==> src/rtl/key_entry_fsm.sv <==
// Keypad entry controller: select a field, type decimal digits, confirm to commit a setpoint.
// Produces one-cycle commit/error/timeout strobes plus the live entry state for the display.
module key_entry_fsm #(
    parameter int MAX_DIGITS  = 2,
    parameter int VAL_W       = 7,
    parameter int MAX_VAL     = 99,
    parameter int TIMEOUT_CYC = 5000000
) (
    input  logic             clk,
    input  logic             rst_n,
    input  logic             push,
    input  logic [3:0]       ins,
    output logic             busy,
    output logic [1:0]       cur_sel,
    output logic [VAL_W-1:0] cur_val,
    output logic [1:0]       digit_cnt,
    output logic             out_valid,
    output logic [1:0]       out_sel,
    output logic [VAL_W-1:0] out_value,
    output logic             err,
    output logic             timeout
);

    localparam int CNT_W = (TIMEOUT_CYC > 1) ? $clog2(TIMEOUT_CYC) : 1;
    localparam int WIDE_W = VAL_W + 4;
    localparam logic [WIDE_W-1:0] TEN = WIDE_W'(10);
    localparam logic [WIDE_W-1:0] MAX_VAL_W = WIDE_W'(MAX_VAL);
    localparam logic [CNT_W-1:0] CNT_LAST = CNT_W'(TIMEOUT_CYC - 1);

    typedef enum logic {
        IDLE,
        ENTRY
    } state_t;

    state_t             state_q, state_d;
    logic               push_q;
    logic [CNT_W-1:0]   cnt_q, cnt_d;
    logic [1:0]         curSel_q, curSel_d;
    logic [VAL_W-1:0]   curVal_q, curVal_d;
    logic [1:0]         digitCnt_q, digitCnt_d;
    logic               outValid_q, outValid_d;
    logic [1:0]         outSel_q, outSel_d;
    logic [VAL_W-1:0]   outValue_q, outValue_d;
    logic               err_q, err_d;
    logic               timeout_q, timeout_d;

    logic               keyEvent;
    logic [WIDE_W-1:0]  curValWide;
    logic [WIDE_W-1:0]  nextValWide;

    assign keyEvent    = push & ~push_q;
    assign curValWide  = {4'b0000, curVal_q};
    assign nextValWide = curValWide * TEN + {VAL_W'(0), ins};

    // push_q resets high so a key already held at reset release is not seen as a new press
    always_ff @(posedge clk or negedge rst_n) begin
        if (!rst_n) begin
            state_q    <= IDLE;
            push_q     <= 1'b1;
            cnt_q      <= '0;
            curSel_q   <= '0;
            curVal_q   <= '0;
            digitCnt_q <= '0;
            outValid_q <= 1'b0;
            outSel_q   <= '0;
            outValue_q <= '0;
            err_q      <= 1'b0;
            timeout_q  <= 1'b0;
        end else begin
            state_q    <= state_d;
            push_q     <= push;
            cnt_q      <= cnt_d;
            curSel_q   <= curSel_d;
            curVal_q   <= curVal_d;
            digitCnt_q <= digitCnt_d;
            outValid_q <= outValid_d;
            outSel_q   <= outSel_d;
            outValue_q <= outValue_d;
            err_q      <= err_d;
            timeout_q  <= timeout_d;
        end
    end

    always_comb begin
        state_d    = state_q;
        cnt_d      = cnt_q;
        curSel_d   = curSel_q;
        curVal_d   = curVal_q;
        digitCnt_d = digitCnt_q;
        outValid_d = 1'b0;
        outSel_d   = outSel_q;
        outValue_d = outValue_q;
        err_d      = 1'b0;
        timeout_d  = 1'b0;

        case (state_q)
            IDLE: begin
                cnt_d = '0;
                if (keyEvent && ins >= 4'd12) begin
                    state_d    = ENTRY;
                    curSel_d   = ins[1:0];
                    curVal_d   = '0;
                    digitCnt_d = '0;
                end
            end
            ENTRY: begin
                // a key press in the expiry cycle takes priority over the timeout
                if (keyEvent) begin
                    cnt_d = '0;
                    if (ins <= 4'd9) begin
                        if (digitCnt_q < 2'(MAX_DIGITS)) begin
                            curVal_d   = nextValWide[VAL_W-1:0];
                            digitCnt_d = digitCnt_q + 2'd1;
                        end
                    end else if (ins == 4'd10) begin
                        if (digitCnt_q == 2'd0) begin
                            err_d = 1'b1;
                        end else if (curValWide > MAX_VAL_W) begin
                            err_d      = 1'b1;
                            curVal_d   = '0;
                            digitCnt_d = '0;
                        end else begin
                            outValid_d = 1'b1;
                            outSel_d   = curSel_q;
                            outValue_d = curVal_q;
                            state_d    = IDLE;
                            curVal_d   = '0;
                            digitCnt_d = '0;
                        end
                    end else if (ins == 4'd11) begin
                        curVal_d   = '0;
                        digitCnt_d = '0;
                        if (digitCnt_q == 2'd0) begin
                            state_d = IDLE;
                        end
                    end else begin
                        curSel_d   = ins[1:0];
                        curVal_d   = '0;
                        digitCnt_d = '0;
                    end
                end else if (cnt_q == CNT_LAST) begin
                    timeout_d  = 1'b1;
                    state_d    = IDLE;
                    cnt_d      = '0;
                    curSel_d   = '0;
                    curVal_d   = '0;
                    digitCnt_d = '0;
                end else begin
                    cnt_d = cnt_q + CNT_W'(1);
                end
            end
            default: state_d = IDLE;
        endcase
    end

    assign busy      = (state_q == ENTRY);
    assign cur_sel   = curSel_q;
    assign cur_val   = curVal_q;
    assign digit_cnt = digitCnt_q;
    assign out_valid = outValid_q;
    assign out_sel   = outSel_q;
    assign out_value = outValue_q;
    assign err       = err_q;
    assign timeout   = timeout_q;

endmodule

==> config.mk <==
export PLATFORM = sky130hd
export DESIGN_NAME = key_entry_fsm
export DESIGN_NICKNAME = d
export VERILOG_FILES = /design/src/rtl/key_entry_fsm.sv
export SDC_FILE = /design/constraint.sdc
export NUM_CORES = 1
export LEC_CHECK = 0
export ABC_AREA = 1
export BUFFER_PORTS_ARGS = -buffer_cell sky130_fd_sc_hd__buf_2
export CORE_MARGIN = 4
export CORE_UTILIZATION = 59
export CTS_CLUSTER_DIAMETER = 30
export CTS_CLUSTER_SIZE = 24
export DETAILED_ROUTE_END_ITERATION = 8
export GPL_TIMING_DRIVEN = 0
export HOLD_SLACK_MARGIN = 0.06
export PLACE_DENSITY = 0.88
export SETUP_SLACK_MARGIN = 0.05
export SLEW_MARGIN = 5
export SYNTH_ARGS = -nofsm -noshare
export SYNTH_HDL_FRONTEND = slang
export SYNTH_SLANG_ARGS = --single-unit
==> constraint.sdc <==
create_clock -name clk -period 2.65 [get_ports clk]
set_clock_uncertainty 0.05 [all_clocks]
set_input_delay 0.265 -clock clk [delete_from_list [all_inputs] [get_ports clk]]
set_output_delay 0.265 -clock clk [all_outputs]
set_load 0.02 [all_outputs]
==> results of run 1 <==
Yosys cell counts (all sizes together), types with 3 or more instances:
library cell,instances,area share (%)
xor2,6,1.9
a31oi,3,0.66
dfrtp,47,41
nor3b,3,0.79
nand4,8,1.8
nor2,63,8.8
a21oi,4,0.71
nand2,125,17
inv,51,6.7
nand3,24,4.4
ha,9,4.0
buf,3,0.75
nor3,12,2.9
o21ai,17,4.2
sequential cells by signal (all words and copies together) (netlist names):
name and cells:
cur_val 7, digit_cnt 2, cnt_q 23, err 1
timeout 1, push_q 1, out_valid 1, out_value 7
busy 1, cur_sel 2, out_sel 2
per-stage QoR:
| stage | instances | worst slack [ns] | utilization, % |
|---|---|---|---|
| final | 475 | 0.3345 | 70.56 |
| after global placement | 466 | 0.3943 | 67.78 |
| after CTS | 475 | 0.3376 | 70.56 |
| after floorplan | 384 | 0.4807 | - |
| after detailed placement | 466 | 0.3631 | 67.78 |
| after global routing | 475 | 0.1469 | 70.56 |
final timing paths:
kind	slack, ns	endpoint	depth (start not counted)	startpoint
max	0.33	cur_val[6]$_DFFE_PN0P_	13	cur_val[1]$_DFFE_PN0P_
min	0.09	cnt_q[15]$_DFF_PN0_	1	rst_n
max reg2reg	0.33	cur_val[6]$_DFFE_PN0P_	13	cur_val[1]$_DFFE_PN0P_
min reg2reg	0.44	out_value[3]$_DFFE_PN0P_	2	out_value[3]$_DFFE_PN0P_
max in group asynchronous	1.81	digit_cnt[0]$_DFFE_PN0P_	1	rst_n
min in group clk	0.19	cur_sel[0]$_DFFE_PN0P_	3	ins[0]
power groups by stage:
stage          clock network (mW)  logic, mW  registers, mW
3_3_place_gp                    0      0.330          0.832
6_report                    0.548      0.342          0.821
4_1_cts                     0.557      0.345          0.819
2_1_floorplan                   0      0.217          0.850
5_1_grt                     0.596      0.392          0.828
3_5_place_dp                    0      0.340          0.834
cell families (layout without fill, tap and decap cells):
family                     count (synthesis)  in the layout  synth area share (%)
xor gates and xnor gates                   6              6                 1.852
buffers and inverters                     54             93                 7.495
adders and majority gates                 11             11                 5.379
AOI/OAI and AO/OA                         25             25                 5.821
and+or+nand+nor                          240            240                 37.08
DFF                                       48             48                 42.37
metal layers:
| layer | wire length [µm] | share of wire [%] |
|---|---|---|
| met1 | 2846 | 45 |
| met2 | 3034 | 48 |
| met3 | 344 | 5.5 |
| met4 | 71 | 1.1 |
| met5 | 0 | 0 |
cell type report:
cell class              instances  area share [%]
multi-input cells             282           44.76
flip-flops and latches         48           37.83
inverters                      51           6.024
repair buffers                 31           5.039
clock buffers                   5           2.165
well taps                      52           2.047
clock inverters                 3           1.457
plain buffers                   3          0.6693
timing repair:
action | 4_1_cts | 5_1_grt
hold buffers | 1 | 0
endpoints found under the hold margin | 1 | 0
buffers inserted | 0 | 0
worst max-delay path, stage by stage (launching register included):
cell and delay, ns:
dfrtp_1 0.49, ha_1 0.33, ha_1 0.19, inv_1 0.06, fa_1 0.45, nor2_1 0.16
nand3_1 0.08, nand2_1 0.07, inv_1 0.05, nand2_1 0.06, nand2_1 0.04, nor2_1 0.11
nand2_1 0.06, nand2_1 0.05
==> results.sh, run 1 <==
export IMPL_status="finished, final reports clean"
export IMPL_cp_end_kind="register"
export IMPL_path_max_fanout=6
export IMPL_most_common_layout_cells="120 x nand2_1, 58 x nor2_1, 48 x inv_1"
export IMPL_period_share_pct=87.38
export IMPL_fin_area_mm2=0.003178
export IMPL_htreeDepth=2
export IMPL_drt_iter0_drc=236
export IMPL_layout_commonest_cell="nand2_1"
export IMPL_met3_usage_pct=4.745
export IMPL_cts_sinks=48
export IMPL_grt_pass1_vias=2402
export IMPL_vdd_drop_max_mv=0.3669
export IMPL_drv_cap=0
export IMPL_p_sw_mw=0.5403
export IMPL_viasPerCell=5.360
export IMPL_insertion_delay_ns=0.31
export IMPL_cts_resized=0
export IMPL_crit_arrival_ns=2.52
export IMPL_dpl_hpwl_um=4522
export IMPL_combPwrFrac_pct=20.0
export IMPL_dieArea_mm2=0.005983
export IMPL_top_usage_layer="met2"
export IMPL_routedWlPerCell_um=13.25
export IMPL_die_w_um=77.35
export IMPL_grt_usage_pct=22.99
export IMPL_hold_viol=0
export IMPL_ys_warn_count=0
export IMPL_antennaDiodeCount=0
export IMPL_port_buffers=30
export IMPL_antenna_left=0
export IMPL_worstMarginPinSlew_ns=1.058
export IMPL_boundaryPins=31
export IMPL_yosysUniqueCellTypes=30
export IMPL_grtUsageMet2_pct=36.87
export IMPL_synthArstFlopShare_pct=100.0
export IMPL_grt_ovfl_total=0
export IMPL_clock_root_buffer="clkbuf_8"
export IMPL_gp_congestion=0.9185
export IMPL_internal_power_mw=1.170
export IMPL_antenna_found_initial=0
export IMPL_switching_share_pct=31.58
export IMPL_post_route_drc_count=0
export IMPL_setup_violations=0
export IMPL_grt_max_degree=49
export IMPL_pwr_share_seq_pct=48.0
export IMPL_rows=24
export IMPL_syn_area_per_cell_um2=7.390
export IMPL_grt_setup_unrepaired="no"
export IMPL_clk_path_buf_depth=2
export IMPL_period_minus_slack_ns=2.316
export IMPL_numCtsBuffers=5
export IMPL_grtUsageMet1_pct=31.92
export IMPL_pwr_share_clk_pct=32.1
export IMPL_postPlaceCellArea_mm2=0.003053
export IMPL_synth_main_ff_cell="dfrtp_1"
export IMPL_die_h_um=77.35
export IMPL_syn_area_mm2=0.002838
export IMPL_synth_edf_count=0
export IMPL_synth_ff_latch_count=48
export IMPL_fin_nets=440
export IMPL_max_slew_margin_rel_pct=29.47
export IMPL_core_area_mm2=0.004504
export IMPL_synth_nets=402
export IMPL_final_max_slew_violation_count=0
export IMPL_critPathRequiredTime_ns=2.85
export IMPL_grt_pass1_wl_um=11230
export IMPL_vias=2546
export IMPL_area_delta_synth_final_pct=11.99
export IMPL_first_pass_iters=5
export IMPL_crit_type="reg2reg"
export IMPL_cts_tree="built"
export IMPL_start_kind="register"
export IMPL_regArea_mm2=0.001202
export IMPL_hp_class="in2async"
export IMPL_synth_cells=384
export IMPL_drive_gt1_share_pct=16.55
export IMPL_num_fill_cells=381
export IMPL_setup_tns_ns=0
export IMPL_p_per_area_mw_per_mm2=538.3
export IMPL_initial_utilization_pct=63.00
export IMPL_holdWs_ns=0.08945
export IMPL_fmax_mhz=431.9
export IMPL_routed_wl_um=6296
export IMPL_ys_seq_area_share_pct=42.37
export IMPL_p_leak_nw=1.694
export IMPL_multi_input_area_mm2=0.001423
export IMPL_clk_pin_slew_worst_paths_ns=0.09
export IMPL_finalPower_mw=1.711
Power figures use the tool's default switching activity.
==> run 2, diff against run 1 <==
--- a/config.mk
+++ b/config.mk
@@ -8,13 +8,14 @@
 export ABC_AREA = 1
 export BUFFER_PORTS_ARGS = -buffer_cell sky130_fd_sc_hd__buf_2
 export CORE_MARGIN = 4
-export CORE_UTILIZATION = 59
+export CORE_UTILIZATION = 65
+export CTS_BUF_LIST = sky130_fd_sc_hd__clkbuf_4 sky130_fd_sc_hd__clkbuf_8
 export CTS_CLUSTER_DIAMETER = 30
 export CTS_CLUSTER_SIZE = 24
 export DETAILED_ROUTE_END_ITERATION = 8
 export GPL_TIMING_DRIVEN = 0
 export HOLD_SLACK_MARGIN = 0.06
-export PLACE_DENSITY = 0.88
+export PLACE_DENSITY = 0.95
 export SETUP_SLACK_MARGIN = 0.05
 export SLEW_MARGIN = 5
 export SYNTH_ARGS = -nofsm -noshare
==> constraint.sdc (replaced) <==
create_clock -name clk -period 2.77 [get_ports clk]
set_clock_uncertainty 0.05 [all_clocks]
set_input_delay 0.277 -clock clk [delete_from_list [all_inputs] [get_ports clk]]
set_output_delay 0.277 -clock clk [all_outputs]
set_load 0.02 [all_outputs]
==> run 2 against run 1 <==
  * Global-route usage grew 3.8 points
  * Sequential power fell by 4.3%
  * Clock power is 4.2% lower
  * Core utilization up 6.6 points
  * Critical path depth did not move
  * First-iteration DRC count rose by 16%
  * Cell count fell by 0.42%
  * Register-to-register slack gained 0.12 ns
  * Non-clock buffer count unchanged
  * Total power is 3.7% lower
  * Die area is 8.3% lower
  * Hold slack gained 0.0077 ns
==> results.sh, run 2 (synthesis results as in run 1) <==
export IMPL_gp_congestion=0.9254
export IMPL_fin_ws_ns=0.4519
export IMPL_grt_usage_pct=26.82
export IMPL_finalPower_mw=1.647
export IMPL_crit_path_top_delay_cell="dfrtp_1"
export IMPL_cp_slowest_stage_delay_ns=0.49
export IMPL_core_area_mm2=0.004115
export IMPL_grt_pass1_wl_um=11550
export IMPL_status="finished, final reports clean"
export IMPL_routedWlPerCell_um=14.16
export IMPL_clk_pin_slew_worst_paths_ns=0.10
export IMPL_die_h_um=74.08
export IMPL_drv_cap=0
export IMPL_crit_type="reg2reg"
export IMPL_dieArea_mm2=0.005487
export IMPL_setup_tns_ns=0
export IMPL_largest_reg_flops=23
export IMPL_postPlaceCellArea_mm2=0.003050
export IMPL_regMostFlops="cnt_q"
export IMPL_area_delta_synth_final_pct=11.90
export IMPL_final_max_slew_violation_count=0
export IMPL_cts_sinks=48
export IMPL_fin_nets=440
export IMPL_start_kind="register"
export IMPL_clock_root_buffer="clkbuf_8"
export IMPL_drive_gt1_share_pct=16.55
export IMPL_cts_tree="built"
export IMPL_drt_iter0_drc=273
export IMPL_boundaryPins=31
export IMPL_cts_resized=0
export IMPL_max_slew_margin_rel_pct=30.83
export IMPL_dpl_hpwl_um=4918
export IMPL_hp_class="in2async"
export IMPL_cp_end_kind="register"
export IMPL_antenna_found_initial=0
export IMPL_numCtsBuffers=5
export IMPL_antenna_left=0
export IMPL_die_w_um=74.08
export IMPL_post_route_drc_count=0
export IMPL_grt_max_degree=49
export IMPL_fin_cells=473
export IMPL_critPathRequiredTime_ns=2.97
export IMPL_p_leak_nw=1.694
export IMPL_grt_ovfl_total=0
export IMPL_vias=2636
export IMPL_crit_arrival_ns=2.52
export IMPL_first_pass_iters=5
export IMPL_routed_wl_um=6696
export IMPL_grt_pass1_vias=2530
export IMPL_period_minus_slack_ns=2.318
export IMPL_rows=23
export IMPL_grt_setup_unrepaired="no"
export IMPL_clk_path_buf_depth=2
export IMPL_period_share_pct=83.68
export IMPL_viasPerCell=5.573
export IMPL_insertion_delay_ns=0.31
export IMPL_path_max_fanout=6
export IMPL_hold_viol=0
export IMPL_setup_violations=0
export IMPL_port_buffers=30
export IMPL_holdWs_ns=0.09714
export IMPL_layout_commonest_cell="nand2_1"
export IMPL_pre_cts_ws_ns=0.5197
export IMPL_crit_chain="ha_1 > ha_1 > inv_1 > fa_1 > nor2_1 > nand3_1 > nand2_1 > inv_1 > nand2_1 > nand2_1 > nor2_1 > nand2_1 > nand2_1"
export IMPL_worstMarginPinSlew_ns=1.038
export IMPL_initial_utilization_pct=68.96
export IMPL_fin_util_pct=77.17
export IMPL_antennaDiodeCount=0
export IMPL_fin_area_mm2=0.003176
export IMPL_htreeDepth=2
export IMPL_placed_cells=464
export IMPL_fmax_mhz=431.4
export IMPL_p_per_area_mw_per_mm2=518.8
export IMPL_vdd_drop_max_mv=0.2912
export IMPL_num_fill_cells=293
export IMPL_cpMostUsedCell="nand2_1"
export IMPL_most_common_layout_cells="120 x nand2_1, 58 x nor2_1, 48 x inv_1"
==> run 2: cell counts in the layout (fill, tap and decap cells not counted) <==
Identical to the previous run, type by type.
==> run 2: timing repair <==
action / in CTS / in global routing
endpoints found under the hold margin: 1 / 0
hold buffers: 1 / 0
endpoints found under the setup margin: 0 / 0
setup buffers: 0 / 0
==> run 2: cell type report <==
type | instances | area, µm² | area share [%]
sequential | 48 | 1202 | 37.86
multi-input combinational | 282 | 1423 | 44.80
tap | 50 | 62.56 | 1.970
clock buffer | 5 | 68.82 | 2.167
clock inverter | 3 | 46.29 | 1.458
inverter | 51 | 191.4 | 6.028
buffer | 3 | 21.27 | 0.6698
timing repair buffer | 31 | 160.2 | 5.043
==> run 2: worst paths after layout <==
kind,startpoint,to,slack [ns],cells past startpoint
max in group asynchronous,rst_n,cnt_q[16]$_DFF_PN0_,1.94,1
max,cur_val[1]$_DFFE_PN0P_,cur_val[6]$_DFFE_PN0P_,0.45,13
min in group clk,ins[0],cur_sel[0]$_DFFE_PN0P_,0.23,3
max reg2reg,cur_val[1]$_DFFE_PN0P_,cur_val[6]$_DFFE_PN0P_,0.45,13
min reg2reg,out_value[6]$_DFFE_PN0P_,out_value[6]$_DFFE_PN0P_,0.43,2
min,rst_n,cnt_q[2]$_DFF_PN0_,0.1,1
==> run 2: worst max-delay path: cells and delay by family (launching register included) <==
family | cells | cell delay, ns
DFF | 1 | 0.49
buffers and inverters | 2 | 0.12
adders and majority gates | 3 | 0.98
and+or+nand+nor | 8 | 0.63
==> run 2: layer usage <==
| metal | GRT usage, % | routed length [µm] |
|---|---|---|
| met1 | 35.53 | 2865 |
| met2 | 44.39 | 3260 |
| met3 | 5.135 | 454 |
| met4 | 8.853 | 116 |
| met5 | 0 | 0 |
==> run 2: report_power, final <==
group          total (mW)  leakage, nW  internal [mW]  switching (mW)
clock               0.525       0.0548          0.272           0.253
combinational       0.336        0.981          0.110           0.226
sequential          0.786        0.658          0.739          0.0472
